File: src/rtl/seq_alu.sv
// seq_alu: two-operand ALU between the register file and writeback.
// Picks A/B from a flattened register bus, runs one of eight ops and
// registers a 2*WIDTH result with {Z,N,C,V} flags behind a valid/ready
// handshake on both sides. The result is held while the consumer stalls.
// Optional: define SEQ_ALU_MUL_EN to build the shift-add multiplier (op 5)
// and its BUSY state; without it op 5 behaves like the reserved op 7.
module seq_alu #(
  parameter int WIDTH = 16,
  parameter int NREGS = 4,
  parameter int SEL_W = $clog2(NREGS)
) (
  input  logic                   clk,
  input  logic                   rst_n,
  input  logic [NREGS*WIDTH-1:0] r_file,
  input  logic [SEL_W-1:0]       sel_a,
  input  logic [SEL_W-1:0]       sel_b,
  input  logic [2:0]             op,
  input  logic                   sig,
  input  logic                   in_valid,
  output logic                   in_ready,
  output logic                   out_valid,
  input  logic                   out_ready,
  output logic [WIDTH-1:0]       out_lo,
  output logic [WIDTH-1:0]       out_hi,
  output logic [3:0]             flags
);

  localparam int MSB = WIDTH - 1;

  localparam logic [2:0] OP_ADD = 3'd0;
  localparam logic [2:0] OP_SUB = 3'd1;
  localparam logic [2:0] OP_AND = 3'd2;
  localparam logic [2:0] OP_OR  = 3'd3;
  localparam logic [2:0] OP_SLT = 3'd4;
  localparam logic [2:0] OP_XOR = 3'd6;

  typedef enum logic [1:0] {
    IDLE = 2'd0,
    HOLD = 2'd1
`ifdef SEQ_ALU_MUL_EN
    , BUSY = 2'd2
`endif
  } state_e;

  state_e           state_q, state_d;
  logic [WIDTH-1:0] lo_q, lo_d, hi_q, hi_d;
  logic [3:0]       flags_q, flags_d;

  // Unpacked view of the register bus so operand selects are simple indexes
  logic [WIDTH-1:0] regs [NREGS];
  for (genvar g = 0; g < NREGS; g++) begin : g_regs
    assign regs[g] = r_file[g*WIDTH +: WIDTH];
  end

  logic [WIDTH-1:0] a, b;
  assign a = regs[sel_a];
  assign b = regs[sel_b];

  logic accept;
  // in_ready looks at out_ready combinationally so a draining result can be
  // replaced by a new one on the same edge (full throughput).
  assign in_ready  = (state_q == IDLE) || ((state_q == HOLD) && out_ready);
  assign accept    = in_valid && in_ready;
  assign out_valid = (state_q == HOLD);
  assign out_lo    = lo_q;
  assign out_hi    = hi_q;
  assign flags     = flags_q;

  logic [WIDTH:0]   sum, dif;
  logic [WIDTH-1:0] res_lo;
  logic             res_c, res_v, res_rsv, lt;
  logic [3:0]       res_flags;

  // Single-cycle datapath: result and flags for everything except MUL
  always_comb begin
    sum     = {1'b0, a} + {1'b0, b};
    dif     = {1'b0, a} - {1'b0, b};
    lt      = sig ? ($signed(a) < $signed(b)) : (a < b);
    res_lo  = '0;
    res_c   = 1'b0;
    res_v   = 1'b0;
    res_rsv = 1'b0;
    case (op)
      OP_ADD: begin
        res_lo = sum[MSB:0];
        res_c  = sum[WIDTH];
        res_v  = (a[MSB] == b[MSB]) && (sum[MSB] != a[MSB]);
      end
      OP_SUB: begin
        res_lo = dif[MSB:0];
        res_c  = dif[WIDTH];
        res_v  = (a[MSB] != b[MSB]) && (dif[MSB] != a[MSB]);
      end
      OP_AND:  res_lo = a & b;
      OP_OR:   res_lo = a | b;
      OP_XOR:  res_lo = a ^ b;
      OP_SLT:  res_lo = WIDTH'(lt);
      default: res_rsv = 1'b1;
    endcase
    res_flags = res_rsv ? 4'b1000 : {res_lo == '0, res_lo[MSB], res_c, res_v};
  end

`ifdef SEQ_ALU_MUL_EN
  localparam logic [2:0] OP_MUL = 3'd5;
  localparam int         CNT_W  = $clog2(WIDTH + 1);

  logic [2*WIDTH-1:0] mcand_q, mcand_d, acc_q, acc_d, prod;
  logic [WIDTH-1:0]   mplier_q, mplier_d, a_mag, b_mag;
  logic [CNT_W-1:0]   cnt_q, cnt_d;
  logic               neg_q, neg_d;

  // Magnitudes are WIDTH-bit unsigned, so |MIN| = 2^(WIDTH-1) fits and
  // MIN*MIN comes out right without a special case.
  assign a_mag = (sig && a[MSB]) ? -a : a;
  assign b_mag = (sig && b[MSB]) ? -b : b;
  assign prod  = neg_q ? -acc_q : acc_q;
`endif

  // Next-state and output-register logic
  always_comb begin
    state_d = state_q;
    lo_d    = lo_q;
    hi_d    = hi_q;
    flags_d = flags_q;
`ifdef SEQ_ALU_MUL_EN
    mcand_d  = mcand_q;
    mplier_d = mplier_q;
    acc_d    = acc_q;
    cnt_d    = cnt_q;
    neg_d    = neg_q;
`endif
    case (state_q)
      IDLE, HOLD: begin
        if (accept) begin
`ifdef SEQ_ALU_MUL_EN
          if (op == OP_MUL) begin
            mcand_d  = {{WIDTH{1'b0}}, a_mag};
            mplier_d = b_mag;
            acc_d    = '0;
            cnt_d    = CNT_W'(WIDTH);
            neg_d    = sig && (a[MSB] ^ b[MSB]);
            state_d  = BUSY;
          end else
`endif
          begin
            lo_d    = res_lo;
            hi_d    = '0;
            flags_d = res_flags;
            state_d = HOLD;
          end
        end else if ((state_q == HOLD) && out_ready) begin
          state_d = IDLE;
        end
      end
`ifdef SEQ_ALU_MUL_EN
      BUSY: begin
        if (cnt_q != '0) begin
          acc_d    = acc_q + (mplier_q[0] ? mcand_q : '0);
          mcand_d  = mcand_q << 1;
          mplier_d = mplier_q >> 1;
          cnt_d    = cnt_q - CNT_W'(1);
        end else begin
          // Sign-fix edge: apply the recorded sign and present the product
          lo_d    = prod[MSB:0];
          hi_d    = prod[2*WIDTH-1:WIDTH];
          flags_d = {prod == '0, prod[2*WIDTH-1], 2'b00};
          state_d = HOLD;
        end
      end
`endif
      default: state_d = IDLE;
    endcase
  end

  // State and result registers; reset also discards any partial product
  always_ff @(posedge clk or negedge rst_n) begin
    if (!rst_n) begin
      state_q  <= IDLE;
      lo_q     <= '0;
      hi_q     <= '0;
      flags_q  <= '0;
`ifdef SEQ_ALU_MUL_EN
      mcand_q  <= '0;
      mplier_q <= '0;
      acc_q    <= '0;
      cnt_q    <= '0;
      neg_q    <= 1'b0;
`endif
    end else begin
      state_q  <= state_d;
      lo_q     <= lo_d;
      hi_q     <= hi_d;
      flags_q  <= flags_d;
`ifdef SEQ_ALU_MUL_EN
      mcand_q  <= mcand_d;
      mplier_q <= mplier_d;
      acc_q    <= acc_d;
      cnt_q    <= cnt_d;
      neg_q    <= neg_d;
`endif
    end
  end

endmodule
File: config.mk
export PLATFORM = sky130hd
export DESIGN_NAME = seq_alu
export DESIGN_NICKNAME = d
export VERILOG_FILES = /design/src/rtl/seq_alu.sv
export SDC_FILE = /design/constraint.sdc
export NUM_CORES = 1
export LEC_CHECK = 0
export ABC_CLOCK_PERIOD_IN_PS = 2200
export BUFFER_PORTS_ARGS = -buffer_cell sky130_fd_sc_hd__buf_2
export CAP_MARGIN = 15
export CORE_MARGIN = 10
export CORE_UTILIZATION = 25
export CTS_CLUSTER_SIZE = 12
export DETAILED_ROUTE_END_ITERATION = 16
export PLACE_DENSITY = 0.49
export SLEW_MARGIN = 5
export SYNTH_ARGS = -nofsm -noshare
export SYNTH_HDL_FRONTEND = slang
export SYNTH_SLANG_ARGS = --single-unit
export TNS_END_PERCENT = 20
File: constraint.sdc
create_clock -name clk -period 2.2 [get_ports clk]
set_input_delay 0.44 -clock clk [delete_from_list [all_inputs] [get_ports clk]]
set_output_delay 0.44 -clock clk [all_outputs]
set_load 0.02 [all_outputs]
==> flow_summary.toml <==
[setup_path]
timing.critical_path.required_ns = 2.39
crit_arrival_ns = 3.74
crit_path_end_kind = "register"
critPathMaxFanout = 6
startpoint_type = "primary input"
worstSetupPathType = "primary input to register"

[timing]
timing.max_slew.rel_slack_pct = 55.8
achievable-frequency_ghz = 0.282
finalCriticalPeriod_ns = 3.55
timing.setup.tns_ns = -16.21
drv_slew = 0
tightestPinTransition_ns = 0.662
final.setup.worst_slack_ns = -1.35
rsz_0062_raised_after_global_routing = "yes"
final-hold-violation-count = 0
finalSetupViolCount = 20
fin_crit_sh_pct = 161
timing.clock.skew_ns = 0.00382
timing.hold.ws_ns = 0.139

[final_layout]
multi_input_area_sq_um = 3870
finalNonFillerCells = 1020
finalNetCount = 922
antenna_cells_inserted = 0
register_area_sq_um = 526
final_design_area_no_fill_sq_um = 6830
layout-drive-gt1-share_pct = 48.3
syn_to_final_growth_pct = 55.1
utilization_pct = 39.5
final.fill_count = 1802

[routing]
detail_route.wl_per_cell_um = 17.1
drc = 0
num_vias = 5035
routed_wl_um = 17400
drt_pre_antenna_iters = 5
post_drt_via_cell_ratio = 4.94
detail_route.iter0.violations = 276
ant_nets = 0

[synth]
yosys.cell_count.top_type = "nand2_1"
synth_enable_flop_cells = 0
ys.warnings.count = 0
synth_area_per_cell_sq_um = 8.02
synthDominantAreaCellType = "mux4_2"
post_synth_inst_count = 549
asyncSetResetFlopFracSynth_pct = 100
synth_seq_cells = 21
yosysTopAreaCellShare_pct = 16.4
synth.yosys.seq_area_share_pct = 11.9
post_synth_main_area_contributors = "mux4_2 16%, ha_1 14%, dfrtp_1 12%"
number_of_distinct_standard_cells_referenced_by_the_synthesized_netlist = 64
synth_commonest_cells = "55 x nand2_1, 48 x ha_1, 46 x inv_1, 45 x o21ai_0, 32 x mux4_2"
syn-cell-area_sq_um = 4400
synth_top_flop_cell = "dfrtp_1"

[global_routing]
total_grt_usage_pct = 14.1
grt_max_degree = 22
grt_overflow = 0
grt_antenna_before_repair = 0
grt_first_pass_wirelength_um = 28000
grt_pass1_vias = 5336

[pwr]
leakagePower_nw = 3.24
fin_total_pwr_mw = 3.59
vdd_ir_drop_max_v = 0.000533
power.density_cell_area_nw_per_um2 = 525

[clock_network]
cts_buffer_depth = 2
cts-buffers-inserted = 3
cts_root_buffer = "clkbuf_16"
cts.reportedPaths.clkPinSlew_ns = 0.05
cts_tree = "yes"
insertion_delay_to_the_later_sink_of_the_worst_skew_pair_ns = 0.25
cts.sink_count = 21
ctsHoldBuffers = 0
cts-htree-levels = 1

[floorplanning]
fp.dieArea_sq_um = 23300
placement_rows = 48
start_util_pct = 25.5
die-height_um = 153
ios = 114
die_width_um = 153
core_area_sq_um = 17300

[outcome]
outcome = "finished with violations"
violations_in_the_final_reports = "negative setup slack"

[placement]
dpl_cell_area_sq_um = 6320
placement.io_buffers = 97
place_inst = 1008
place_worst_setup_slack_ns = -2.00
weighted_congestion_reported_at_the_end_of_routability_driven_placement = 0.890
post-dp-hpwl_um = 15100

[hold_path]
timing.hold.worst.class = "primary input to asynchronous set/reset pin"

[job]
max_cap_viol_count = 0
==> registers in the layout, indices dropped and copies added (netlist names) <==
| register | flops |
|---|---|
| flags | 4 |
| out_lo | 16 |
| state_q | 1 |
==> critical path, stage by stage <==
cell       delay [ns]
buf_12           0.10
mux4_2           0.56
ha_4             0.20
fa_2             0.36
and2_4           0.17
or3_4            0.32
a32oi_2          0.25
nand3b_1         0.15
a2111oi_4        0.23
o2111ai_2        0.14
or4_1            0.50
nor4_2           0.14
a31o_1           0.17
==> power breakdown <==
part | leakage [nW] | internal, mW | total (mW) | switching [mW]
clock | 0.0382 | 0.246 | 0.373 | 0.127
sequential | 0.267 | 0.464 | 0.502 | 0.0377
combinational | 2.94 | 1.31 | 2.71 | 1.40
total | 3.24 | 2.02 | 3.59 | 1.57
==> layout by cell type, fill, tap and decap left out, types with 15 or more instances in the layout <==
cell type  netlist  layout
dfrtp_1         21      21
conb_1           1      16
mux4_2          32      32
o21ai_0         45      34
buf_2            7      95
nor2_1          30      30
buf_4           17     180
nor2b_1         17      15
ha_1            48      41
nand2_1         55      55
inv_1           46      42
a21oi_1         30      27
==> worst paths after layout <==
path	cells past startpoint	endpoint	slack [ns]	start
worst max-delay path	13	flags[3]	-1.35	sel_b[0]
worst min-delay path	1	out_lo[7]	0.14	rst_n
worst max register to register	9	flags[3]	0.02	state_q[0]
worst min register to register	2	out_lo[15]	0.47	out_lo[15]
max in group asynchronous	1	out_lo[15]	1.74	rst_n
min in group clk	2	out_lo[15]	0.47	out_lo[15]
==> per-layer routing <==
| layer | track usage [%] | vias to the layer above | part of all wire (%) |
|---|---|---|---|
| met5 | 0 | - | 0 |
| met4 | 1.18 | 0 | 0.71 |
| met3 | 2.20 | 12 | 5.5 |
| met2 | 23.8 | 144 | 47 |
| met1 | 19.1 | 2411 | 46 |
| li1 | - | 2468 | - |
==> layout make-up <==
class | count | area share (%)
clock buffers | 4 | 1.15
inverters | 47 | 2.58
multi-input cells | 443 | 56.6
flip-flops and latches | 21 | 7.70
well taps | 225 | 4.12
repair buffers | 280 | 27.8
==> what timing repair did <==
action / in CTS / in global routing
setup buffers: 7 / 2
pin swaps: 22 / 14
hold endpoints to repair: 0 / 0
gates resized for setup: 55 / 28
cloned: 0 / 0
endpoints found under the setup margin: 20 / 20
==> logic make-up (layout without fill, tap and decap cells) <==
| family | after synthesis | in the layout | share of synthesized area [%] |
|---|---|---|---|
| buffers and inverters | 100 | 331 | 10.2 |
| AND/OR/NAND/NOR | 166 | 166 | 18.7 |
| other | 1 | 16 | 0.0851 |
| AO/OA/AOI/OAI | 163 | 163 | 24.7 |
| multiplexers | 39 | 39 | 18.0 |
| adder cells (fa/ha/maj) | 50 | 50 | 14.5 |
| flip-flops | 21 | 21 | 11.9 |
| XOR/XNOR | 9 | 9 | 1.79 |
Power figures use the tool's default switching activity.
